`config.mk`:
```
export PLATFORM = sky130hd
export DESIGN_NAME = id_fetch_control_flat
export DESIGN_NICKNAME = d
export VERILOG_FILES = /design/src/rtl/id_fetch_control_if.sv /design/src/rtl/id_fetch_control.sv /design/src/flat_wrapper.sv
export SDC_FILE = /design/constraint.sdc
export NUM_CORES = 1
export LEC_CHECK = 0
export BUFFER_PORTS_ARGS = -buffer_cell sky130_fd_sc_hd__clkbuf_2
export CORE_MARGIN = 2
export CORE_UTILIZATION = 40
export CTS_CLUSTER_SIZE = 10
export DETAILED_ROUTE_END_ITERATION = 10
export PLACE_DENSITY = 0.84
export SLEW_MARGIN = 20
export SYNTH_ARGS = -nofsm -noshare
export SYNTH_HDL_FRONTEND = slang
export SYNTH_SLANG_ARGS = --single-unit
```
`constraint.sdc`:
```
create_clock -name clk -period 2.6 [get_ports clk]
set_clock_uncertainty 0.15 [all_clocks]
set_input_delay 0.52 -clock clk [delete_from_list [all_inputs] [get_ports clk]]
set_output_delay 0.52 -clock clk [all_outputs]
set_load 0.01 [all_outputs]
```
`src/rtl/id_fetch_control_if.sv`:
```
// Fetch-side bundle between the fetch stage and the IF/ID control block.
// Fetch presents the instruction being fetched; decode returns PC enable and redirects.
interface id_fetch_control_if;
    logic [9:0]  if_pc_plus4;
    logic [31:0] if_instr;
    logic        pc_en;
    logic        branch_taken;
    logic [9:0]  branch_address;
    logic        jump;
    logic [9:0]  jump_address;

    modport master (
        output if_pc_plus4,
        output if_instr,
        input  pc_en,
        input  branch_taken,
        input  branch_address,
        input  jump,
        input  jump_address
    );

    modport slave (
        input  if_pc_plus4,
        input  if_instr,
        output pc_en,
        output branch_taken,
        output branch_address,
        output jump,
        output jump_address
    );
endinterface

```
`src/rtl/id_fetch_control.sv`:
```
// IF/ID pipeline register with ID-stage branch/jump resolution, hazard stalls,
// wrong-path squash and saturating stall/flush event counters.
module id_fetch_control (
    input  logic                     clk,
    input  logic                     reset,
    id_fetch_control_if.slave        fetch,
    input  logic [31:0]              rs_data,
    input  logic [31:0]              rt_data,
    input  logic                     ex_reg_write,
    input  logic                     ex_mem_read,
    input  logic [4:0]               ex_dest,
    input  logic                     mem_mem_read,
    input  logic [4:0]               mem_dest,
    output logic [31:0]              id_instr,
    output logic [9:0]               id_pc_plus4,
    output logic                     id_valid,
    output logic [4:0]               id_rs,
    output logic [4:0]               id_rt,
    output logic                     id_bubble,
    output logic [15:0]              stall_count,
    output logic [15:0]              flush_count
);
    localparam logic [5:0] OP_BEQ = 6'b000100;
    localparam logic [5:0] OP_BNE = 6'b000101;
    localparam logic [5:0] OP_J   = 6'b000010;

    logic [5:0] opcode;
    logic       is_beq;
    logic       is_bne;
    logic       is_j;
    logic       ex_match;
    logic       mem_match;
    logic       load_use;
    logic       branch_hazard;
    logic       stall;
    logic       redirect;

    assign opcode = id_instr[31:26];
    assign id_rs  = id_instr[25:21];
    assign id_rt  = id_instr[20:16];
    assign is_beq = (opcode == OP_BEQ);
    assign is_bne = (opcode == OP_BNE);
    assign is_j   = (opcode == OP_J);

    // A zero destination never matches, so r0 writes cannot create hazards.
    assign ex_match  = (ex_dest != 5'd0) && ((ex_dest == id_rs) || (ex_dest == id_rt));
    assign mem_match = (mem_dest != 5'd0) && ((mem_dest == id_rs) || (mem_dest == id_rt));

    assign load_use      = id_valid && ex_mem_read && ex_match;
    assign branch_hazard = id_valid && (is_beq || is_bne) &&
                           ((ex_reg_write && ex_match) || (mem_mem_read && mem_match));
    assign stall         = load_use || branch_hazard;

    always_comb begin
        fetch.branch_taken = 1'b0;
        fetch.jump         = 1'b0;
        if (id_valid && !stall) begin
            fetch.branch_taken = (is_beq && (rs_data == rt_data)) ||
                                 (is_bne && (rs_data != rt_data));
            fetch.jump         = is_j;
        end
    end

    // Targets always come from IF/ID; only the strobes above are qualified.
    assign fetch.branch_address = id_pc_plus4 + {id_instr[7:0], 2'b00};
    assign fetch.jump_address   = {id_instr[7:0], 2'b00};
    assign fetch.pc_en          = !stall;
    assign id_bubble            = stall || !id_valid;
    assign redirect             = fetch.branch_taken || fetch.jump;

    always_ff @(posedge clk) begin
        if (reset) begin
            id_instr    <= 32'd0;
            id_pc_plus4 <= 10'd0;
            id_valid    <= 1'b0;
        end else if (stall) begin
            id_instr    <= id_instr;
            id_pc_plus4 <= id_pc_plus4;
            id_valid    <= id_valid;
        end else if (redirect) begin
            id_instr    <= 32'd0;
            id_pc_plus4 <= fetch.if_pc_plus4;
            id_valid    <= 1'b0;
        end else begin
            id_instr    <= fetch.if_instr;
            id_pc_plus4 <= fetch.if_pc_plus4;
            id_valid    <= 1'b1;
        end
    end

    always_ff @(posedge clk) begin
        if (reset) begin
            stall_count <= 16'd0;
            flush_count <= 16'd0;
        end else begin
            if (stall && (stall_count != 16'hFFFF)) begin
                stall_count <= stall_count + 16'd1;
            end
            if (redirect && (flush_count != 16'hFFFF)) begin
                flush_count <= flush_count + 16'd1;
            end
        end
    end
endmodule
```
`src/flat_wrapper.sv`:
```
// flat-port wrapper written by rule: the top's interface ports become plain ports
module id_fetch_control_flat 
  (clk, reset, rs_data, rt_data, ex_reg_write, ex_mem_read, ex_dest, mem_mem_read, mem_dest, id_instr, id_pc_plus4, id_valid, id_rs, id_rt, id_bubble, stall_count, flush_count, fetch_if_pc_plus4, fetch_if_instr, fetch_pc_en, fetch_branch_taken, fetch_branch_address, fetch_jump, fetch_jump_address);
  id_fetch_control_if fetch_i ();
  input  logic clk;
  input  logic reset;
  input  logic [31:0] rs_data;
  input  logic [31:0] rt_data;
  input  logic ex_reg_write;
  input  logic ex_mem_read;
  input  logic [4:0] ex_dest;
  input  logic mem_mem_read;
  input  logic [4:0] mem_dest;
  output logic [31:0] id_instr;
  output logic [9:0] id_pc_plus4;
  output logic id_valid;
  output logic [4:0] id_rs;
  output logic [4:0] id_rt;
  output logic id_bubble;
  output logic [15:0] stall_count;
  output logic [15:0] flush_count;
  input wire logic [$bits(fetch_i.if_pc_plus4)-1:0] fetch_if_pc_plus4;
  input wire logic [$bits(fetch_i.if_instr)-1:0] fetch_if_instr;
  output wire logic [$bits(fetch_i.pc_en)-1:0] fetch_pc_en;
  output wire logic [$bits(fetch_i.branch_taken)-1:0] fetch_branch_taken;
  output wire logic [$bits(fetch_i.branch_address)-1:0] fetch_branch_address;
  output wire logic [$bits(fetch_i.jump)-1:0] fetch_jump;
  output wire logic [$bits(fetch_i.jump_address)-1:0] fetch_jump_address;
  assign fetch_i.if_pc_plus4 = fetch_if_pc_plus4;
  assign fetch_i.if_instr = fetch_if_instr;
  assign fetch_pc_en = fetch_i.pc_en;
  assign fetch_branch_taken = fetch_i.branch_taken;
  assign fetch_branch_address = fetch_i.branch_address;
  assign fetch_jump = fetch_i.jump;
  assign fetch_jump_address = fetch_i.jump_address;
  id_fetch_control u_core (.clk(clk), .reset(reset), .fetch(fetch_i), .rs_data(rs_data), .rt_data(rt_data), .ex_reg_write(ex_reg_write), .ex_mem_read(ex_mem_read), .ex_dest(ex_dest), .mem_mem_read(mem_mem_read), .mem_dest(mem_dest), .id_instr(id_instr), .id_pc_plus4(id_pc_plus4), .id_valid(id_valid), .id_rs(id_rs), .id_rt(id_rt), .id_bubble(id_bubble), .stall_count(stall_count), .flush_count(flush_count));
endmodule
```
==> results by group, run 1 <==
Status
  – Status: finished with violations
  – Failing checks: negative setup slack

Clock network
  – Bufs on Longest Clock Path: 2
  – H-Tree Depth: 3
  – Sink Count: between 70 and 80
  – Worst-path clk slew: approximately 0.080 ns
  – CTS Buf Count: 9
  – CTS tree: yes
  – Clk_lat worst skew: around 0.33 ns
  – Clk root buf: clkbuf_8

Power
  – Power per cell area: ~430 mW/mm²
  – Total chip power: 2.76 mW
  – Worst VDD drop: 0.000226 V
  – Pleak: ~3.2 nW

Routing
  – Final ANT Viol Nets: 0
  – Final WL: 13600 µm
  – Routed via count: between 4k and 5k
  – Vias per cell: 5.06
  – Residual DRC: 0
  – DR WL/cell: ~16 µm
  – Drt initial violations: around 150
  – Drt first pass iters: 6

Critical path
  – Crit-path cells: or3_4 > nor3b_4 > buf_6 > nand2b_4 > or3_4 > a21oi_4 > buf_6
  – CP delay by family, top: simple AND/OR/NAND/NOR gates
  – Bufs and invs on worst path: 2
  – Kind of critical path: reg2out
  – Crit-path max FO: 3
  – Reg2Reg Capture Point: u_core.flush_count[11]
  – Reg2Reg Depth: 11
  – CP arrival: ~2.2 ns
  – Critical Path Max Stage Delay: roughly 0.42 ns
  – Slowest CP cell: or3_4
  – CP Data Required Time: around 1.9 ns
  – Reg2reg setup slack: -0.15 ns
  – CP startpoint kind: flip-flop
  – Worst Setup End Kind: output pin
  – Critical R2R Launch: u_core.id_instr[30]

Finish
  – Diodes inserted: 0
  – Design Area, Final: around 0.0064 mm²
  – # fillers: 802
  – Most common cell after layout, fill and taps aside: clkbuf_2
  – Synth-to-Final Area Change: 55.8%
  – Final #Nets: 857
  – Layout cells sized above 1: 53.6%
  – Most frequent cells in the layout: 218 x clkbuf_2, 70 x dfxtp_1, 60 x buf_4, 58 x xor2_1, 32 x a22o_1
  – Util after Layout: 64.7%

Synth
  – EDFF count, synth: 0
  – Post-synth cell types: 62
  – YS warnings: 0
  – Mapped Cells: around 440
  – Syn_area_per_cell: about 9.2 µm²
  – Async S/R FF share, synth: 0%
  – Synthesis-stage register bit count: 75
  – Post-Syn Area: approximately 0.004 mm²
  – Sequential-to-total area share from yosys stat: 36.6%
  – Main flop type after synthesis: dfxtp_1

GRT
  – First-pass GRT wire length: between 20000 and 25000 µm
  – Grt met2 use: a little over two fifths
  – GR peak layer: met2
  – Met3 usage: approximately 4.8%
  – Met1 usage: approximately 28%
  – Vias in the first global route: between 4k and 5k
  – Antenna violations before repair: 0
  – Gr usage total: 23.7%
  – GR Overflow Total: 0
  – Largest net degree at the start of global routing: 47

Timing
  – WHS: around 0.24 ns
  – Setup_tns: -2.16 ns
  – Setup violators final: 21
  – Slew @ Worst Pin: approximately 0.69 ns
  – Final worst path period need: 2.85 ns
  – Worst rel slew slack: 54.1%
  – Slew Limit Fails: 0
  – Period utilisation layout: 110%
  – Final worst slack: -0.250 ns
  – Timing-limited maximum frequency: 351 MHz
  – Final hold violations: 0
  – RSZ-0062 raised after global routing: true

Die
  – Die width: ~110 µm
  – Initial Utilization: approximately two fifths
  – Rows: 36
  – DIE AREA: 0.0111 mm²
  – Die height: around 110 µm
  – Num ports: between 200 and 250
  – Total core area: between 0.009 and 0.01 mm²

Worst hold path
  – Hold path depth: 2
  – HP Class: in2reg
  – Hold EP: u_core.id_instr[9]
  – HP Start: fetch_if_instr[9]

Place
  – Port bufs: around 230
  – DP Wirelength: 9790 µm
  – Area post-placement: about 0.0055 mm²
  – Placer Congestion: between 0.8 and 0.9

Run
  – Max Cap Violations: 0
power by group:
part / internal, mW / leakage, nW / switching (mW)
clock network: 0.465 / 0.0954 / 0.420
registers: 1.19 / 0.618 / 0.0481
logic: 0.330 / 2.45 / 0.306
per-stage QoR:
step,std cells,setup slack [ns]
2_1_floorplan,445,-0.00247
3_3_place_gp,809,-0.685
3_5_place_dp,809,-0.786
4_1_cts,849,-0.247
5_1_grt,863,-0.309
6_report,863,-0.250
flip-flops by register name, indices dropped and copies added (netlist names):
| register | cells |
|---|---|
| u_core.stall_count | 16 |
| u_core.id_pc_plus4 | 10 |
| u_core.id_instr | 32 |
| u_core.flush_count | 16 |
| u_core.id_valid | 1 |
Yosys cell counts (all sizes together) (4+ instances only):
library cell	n	area share [%]
dfxtp	75	37
xor2	60	13
a22o	32	6.8
nand2	30	2.9
nor2	30	2.9
a21oi	29	3.5
buf	29	5.3
nor3	14	1.8
xnor2	13	2.8
inv	12	1.1
nand3	12	1.5
o21ai	10	1.3
or3	10	1.8
ha	9	2.7
clkbuf	8	0.82
nand4	8	1.2
nor4	8	1.2
or4	5	1.0
and3	4	0.61
worst max-delay path by stage:
| stage | to | cells after the start | startpoint |
|---|---|---|---|
| after detailed placement | u_core.id_instr[25] | 9 | rt_data[26] |
| after global routing | fetch_branch_address[8] | 10 | u_core.id_instr[1] |
| final | fetch_branch_taken | 7 | u_core.id_instr[30] |
| after floorplan | u_core.flush_count[13] | 7 | mem_dest[0] |
| after global placement | u_core.id_instr[2] | 9 | rt_data[14] |
| after CTS | fetch_branch_taken | 7 | u_core.id_instr[30] |
final cells by class:
type / instances / area [µm²] / share of cell area (%)
clock buffer: 11 / 141 / 2.21
clock inverter: 4 / 51.3 / 0.803
inverter: 12 / 55.1 / 0.862
multi-input combinational: 321 / 2600 / 40.7
sequential: 75 / 1510 / 23.7
tap: 133 / 166 / 2.61
timing repair buffer: 307 / 1860 / 29.2
per-layer routing:
metal / routed length, µm / up-vias / part of all wire, %
met5: 0 / - / 0
met2: 7000 / 167 / 52
li1: - / 2121 / -
met3: 794 / 26 / 5.8
met4: 319 / 0 / 2.3
met1: 5460 / 2057 / 40
cell families (layout without fill, tap and decap cells):
group	count (synthesis)	after routing	synth area share, %
mux	3	3	0.763
xor+xnor	73	73	15.6
simple gates	136	137	18.5
flops	75	75	36.6
compound gates	95	96	17.5
buf+inv	51	334	7.66
fa+ha+maj	10	10	3.24
other cells	1	2	0.0915
timing repair:
action                                  4_1_cts  5_1_grt
buffers inserted                             24       16
endpoints found under the setup margin       59       63
pin swaps                                    27       47
gates resized for setup                      32       65
hold buffers                                  0        0
gates cloned                                  1        1
Note: power is estimated with default switching activity, not from simulation.
==> inputs of run 2 (changes only) <==
==> constraint.sdc (replaced) <==
create_clock -name clk -period 2.6 [get_ports clk]
set_clock_uncertainty 0.15 [all_clocks]
set_input_delay 0.13 -clock clk [delete_from_list [all_inputs] [get_ports clk]]
set_output_delay 0.13 -clock clk [all_outputs]
set_load 0.01 [all_outputs]
==> run 2 against run 1 <==
The flow now finishes without violations. Via count down 0.14%. Utilization down 3.8 points. Clock power down 6.4%. Non-clock buffer count down 18. Total power down 4.5%. Critical path type is now reg2reg. Cell area down 5.8%. Die area unchanged. Highest routed layer unchanged. Worst hold slack better by 0.085 ns. Register-to-register slack better by 0.21 ns. Sequential share of layout area up 1.4 points. Combinational power down 12%. Largest cell class unchanged. Routed wire length down 0.78%.
==> results by group, run 2 (synthesis results as in run 1) <==
Status
  – Status: finished clean

Finish
  – Most frequent cells in the layout: 227 x clkbuf_2, 71 x dfxtp_1, 60 x xor2_1, 43 x dlygate4sd3_1, 32 x a22o_1
  – Util after Layout: 61.0%
  – Layout cells sized above 1: 42.1%
  – Max FFs per register: 32
  – Largest registers: u_core.id_instr (32), u_core.flush_count (16), u_core.stall_count (16)
  – Post-route non-filler standard cell count: ~840
  – Most common cell after layout, fill and taps aside: clkbuf_2
  – Biggest register: u_core.id_instr
  – Design Area, Final: ~0.006 mm²
  – Final #Nets: 838
  – Diodes inserted: 0
  – Synth-to-Final Area Change: 46.7%

Power
  – Worst VDD drop: just over 0.0002 V
  – Power per cell area: approximately 440 mW/mm²
  – Pleak: between 2 and 3 nW

Place
  – Placer Congestion: around 0.95
  – Placed cell count: 780
  – Dpl ws: 0.0333 ns
  – Area post-placement: ~0.0053 mm²
  – DP Wirelength: around 9700 µm
  – Port bufs: about 230

Routing
  – Final WL: ~13000 µm
  – Final ANT Viol Nets: 0
  – Residual DRC: 0
  – Detail Route met3 WL: roughly 800 µm
  – Drt initial violations: 209
  – WL met2: around 7000 µm
  – Drt first pass iters: 4
  – DR WL/cell: roughly 16 µm
  – Wl on met1: 5530 µm
  – Routed via count: 4365
  – Top routing layer in use: met4
  – Vias per cell: 5.17

Timing
  – Final worst path period need: approximately 2.5 ns
  – Timing-limited maximum frequency: just under 400 MHz
  – Final worst slack: just over 0.06 ns
  – Slew Limit Fails: 0
  – Final hold violations: 0
  – Period utilisation layout: 97.7%
  – WHS: around 0.32 ns
  – Setup violators final: 0
  – RSZ-0062 raised after global routing: true

Critical path
  – Worst setup path startpoint: u_core.id_instr[29]
  – Crit-path max FO: 5
  – Critical R2R Launch: u_core.id_instr[29]
  – CP Data Required Time: around 2.7 ns
  – CP startpoint kind: flip-flop
  – CP arrival: ~2.7 ns
  – Worst Setup End Kind: flip-flop
  – Kind of critical path: reg2reg
  – Reg2Reg Depth: 9

Worst hold path
  – HP Start: u_core.id_pc_plus4[2]
  – HP Class: reg2reg
  – Hold path depth: 2

Die
  – Num ports: 230
  – Die height: ~110 µm
  – Rows: 36
  – Die width: approximately 110 µm
  – Total core area: a little under 0.01 mm²
  – Initial Utilization: 41.6%
  – DIE AREA: approximately 0.011 mm²

Clock network
  – Clk root buf: clkbuf_8
  – Worst-path clk slew: around 0.08 ns
  – Sink Count: 75
  – CTS Buf Count: 9
  – CTS tree: yes
  – Bufs on Longest Clock Path: 2
  – H-Tree Depth: 3
  – Clk_lat worst skew: 0.36 ns

GRT
  – Largest net degree at the start of global routing: 36
  – GR Overflow Total: 0
  – Antenna violations before repair: 0
  – Vias in the first global route: approximately 4.3k
  – First-pass GRT wire length: 20900 µm
  – Gr usage total: between 20% and 30%

Run
  – Max Cap Violations: 0
-- run 2: power breakdown --
part           internal (mW)  total [mW]  switching (mW)
clock                  0.392       0.829           0.437
sequential              1.19        1.25          0.0555
combinational          0.288       0.561           0.273
-- run 2: per-layer routing --
| layer | GRT usage [%] | vias to the layer above |
|---|---|---|
| met5 | 0 | - |
| met4 | 8.10 | 0 |
| met3 | 4.70 | 24 |
| met2 | 41.0 | 181 |
| met1 | 28.8 | 2076 |
| li1 | - | 2084 |
-- run 2: layout make-up --
type                    count  area, µm²
clock buffers              11        151
clock inverters             4       26.3
fillers                   807       3850
inverters                  12       47.5
multi-input cells         320       2370
flip-flops and latches     75       1510
well taps                 133        166
repair buffers            289       1740
-- run 2: timing repair --
| action | CTS | global route |
|---|---|---|
| cloned | 0 | 1 |
| hold buffers | 43 | 0 |
| setup endpoints to repair | 4 | 15 |
| pin swaps | 1 | 5 |
| gates resized for setup | 3 | 21 |
| buffers inserted | 1 | 4 |
| endpoints found under the hold margin | 42 | 0 |
-- run 2: metrics by stage --
stage / power, mW / TNS (ns)
finish: 2.64 / 0
CTS: 2.64 / 0
global route: 2.76 / -0.380
global placement: 1.74 / 0
detailed placement: 1.76 / 0
floorplan: 1.54 / 0
-- run 2: critical path: stages, from the launching register on --
cell,delay (ns)
dfxtp_1,0.31
or3_4,0.42
nor3b_4,0.26
nand2b_1,0.09
or3_4,0.37
nand2_8,0.12
o2111ai_4,0.16
buf_6,0.16
or3_1,0.30
a21oi_1,0.14
-- run 2: worst paths after layout --
check	slack [ns]	to
setup / recovery	0.06	u_core.flush_count[11]
hold / removal	0.32	u_core.id_pc_plus4[2]
hold reg to reg	0.32	u_core.id_pc_plus4[2]
setup reg to reg	0.06	u_core.flush_count[11]
==> inputs of run 3 (changes only) <==
Settings changed: CORE_ASPECT_RATIO set to 0.7.
Clock period 2.6 ns to 2.2 ns, I/O delays scaled along.
==> run 3 against run 2 <==
Utilization increased by 12 points. Worst hold slack got worse by 0.26 ns. Count of clock-buffer cells in the layout unchanged. The run now ends with negative setup slack left. Sequential power increased by 18%. Die area increased by 0.11%. Highest routed layer unchanged.
==> results by group, run 3 (synthesis results as in run 1) <==
Routing
  – Drt first pass iters: 4
  – Final ANT Viol Nets: 0
  – Vias per cell: roughly 5.2
  – Final WL: approximately 16000 µm
  – Residual DRC: 0
  – Drt initial violations: 220
  – Routed via count: 4773
  – DR WL/cell: between 15 and 20 µm

Die
  – DIE AREA: 0.0111 mm²
  – Rows: 30
  – Die height: slightly below 90 µm
  – Die width: about 120 µm
  – Total core area: approximately 0.0098 mm²
  – Initial Utilization: 41.7%
  – Num ports: 230

Critical path
  – CP delay by family, top: simple AND/OR/NAND/NOR gates
  – Critical Path Max Stage Delay: ~0.40 ns
  – Slowest CP cell: or3_4
  – Reg2Reg Capture Point: u_core.flush_count[4]
  – Kind of critical path: reg2reg
  – Worst Setup End Kind: flip-flop
  – CP arrival: roughly 2.6 ns
  – Crit-path max FO: 5
  – Crit-path cells: or3_4 > nor3b_4 > nand2b_1 > or3_4 > nand2_4 > buf_12 > o21ai_4 > buf_6 > or3_4 > a21oi_2
  – CP Data Required Time: between 2 and 2.5 ns
  – CP startpoint kind: flip-flop
  – Reg2Reg Depth: 10
  – WP depth: 10
  – Cell repeated most along the worst path: or3_4
  – Reg2reg setup slack: -0.28 ns
  – Critical R2R Launch: u_core.id_instr[31]
  – Bufs and invs on worst path: 2

Finish
  – Most common cell after layout, fill and taps aside: clkbuf_2
  – Synth-to-Final Area Change: 74.8%
  – Biggest register: u_core.id_instr
  – Largest registers: u_core.id_instr (32), u_core.flush_count (16), u_core.stall_count (16)
  – Footprint of the multi-input gates: approximately 0.0027 mm²
  – # fillers: around 740
  – Final #Nets: between 900 and 1k
  – Layout cells sized above 1: around 53%
  – Register Area: approximately 0.0015 mm²
  – Util after Layout: 72.8%
  – Post-route non-filler standard cell count: approximately 920
  – Max FFs per register: 32
  – Most frequent cells in the layout: 221 x clkbuf_2, 68 x buf_4, 67 x dfxtp_1, 58 x xor2_1, 42 x dlygate4sd3_1

Clock network
  – CTS Buf Count: 9
  – Clk_lat worst skew: 0.33 ns
  – Bufs on Longest Clock Path: 2
  – Clk root buf: clkbuf_16
  – CTS tree: yes
  – H-Tree Depth: 3
  – Sink Count: 75
  – Worst-path clk slew: approximately 0.06 ns

Place
  – Port bufs: approximately 230
  – Placed cell count: a little over 800
  – Placer Congestion: just under 0.9
  – DP Wirelength: around 11000 µm

GRT
  – Gr usage total: a little over a quarter
  – Antenna violations before repair: 0
  – First-pass GRT wire length: roughly 24000 µm
  – GR Overflow Total: 0
  – Largest net degree at the start of global routing: 33
  – Vias in the first global route: ~4.7k

Timing
  – RSZ-0062 raised after global routing: true
  – Period utilisation layout: 113%
  – Final hold violations: 0
  – Slew Limit Fails: 0
  – Final worst path period need: approximately 2.5 ns
  – Setup violators final: 80
  – Final worst slack: -0.284 ns
  – Timing-limited maximum frequency: 403 MHz

Power
  – Power per cell area: 535 mW/mm²
  – Worst VDD drop: between 0.0004 and 0.0005 V
  – Pleak: 3.48 nW

Worst hold path
  – Hold EP: u_core.id_pc_plus4[7]
  – Hold path depth: 2
  – HP Start: reset
  – HP Class: in2reg

Status
  – Status: finished with violations
  – Failing checks: negative setup slack

Run
  – Max Cap Violations: 0
==> run 3: changes by cell type in the layout (fill, tap and decap cells not counted), sizes merged, moves of 2 or more <==
cell / delta
buf: +81
clkbuf: -6
clkinv: -2
clkinvlp: +2
==> run 3: final cells by class <==
cell class | instances | share of cell area, %
Antenna cell | 1 | 0.0349
Clock buffer | 11 | 3.53
Clock inverter | 5 | 0.856
Inverter | 12 | 0.699
Multi-Input combinational cell | 320 | 37.3
Sequential cell | 75 | 21.2
Tap cell | 128 | 2.24
Timing Repair Buffer | 363 | 34.1
==> run 3: stage by stage <==
stage / TNS (ns) / setup slack (ns) / hold slack [ns] / power, mW / instance area, µm²
4_1_cts: -13.77 / -0.301 / 0.0420 / 3.79 / 6800
5_1_grt: -23.77 / -0.390 / 0.0812 / 3.99 / 7160
6_report: -15.69 / -0.284 / 0.0614 / 3.84 / 7160
2_1_floorplan: -3.96 / -0.180 / 0.0855 / 1.82 / 4200
3_3_place_gp: -7.63 / -0.216 / 0.174 / 2.13 / 5710
3_5_place_dp: -11.80 / -0.340 / 0.177 / 2.15 / 5710
==> run 3: report_power, final <==
part	switching, mW	total [mW]	internal [mW]	leakage [nW]
logic	0.390	0.829	0.440	2.71
clock network	0.590	1.53	0.942	0.144
registers	0.0616	1.47	1.41	0.619
total	1.04	3.84	2.79	3.48
==> run 3: worst max-delay path by stage <==
stage,startpoint,endpoint,slack [ns]
global placement,rt_data[14],u_core.flush_count[0],-0.22
CTS,u_core.id_instr[29],u_core.flush_count[15],-0.30
finish,u_core.id_instr[31],u_core.flush_count[4],-0.28
detailed placement,u_core.id_instr[31],u_core.flush_count[14],-0.34
global route,u_core.id_instr[20],u_core.flush_count[9],-0.39
floorplan,u_core.id_instr[31],u_core.flush_count[13],-0.18
==> run 3: repair_timing <==
action | CTS | global route
setup buffers | 18 | 18
hold buffers | 42 | 0
endpoints found under the setup margin | 80 | 83
cloned | 2 | 0
endpoints found under the hold margin | 42 | 0
pin swaps | 31 | 37
resized for setup | 37 | 68
==> run 3: per-layer routing <==
metal,routed length [µm],GRT usage [%]
met4,433,9.80
met2,7970,47.4
met1,6570,32.9
met5,0,0
met3,964,6.65
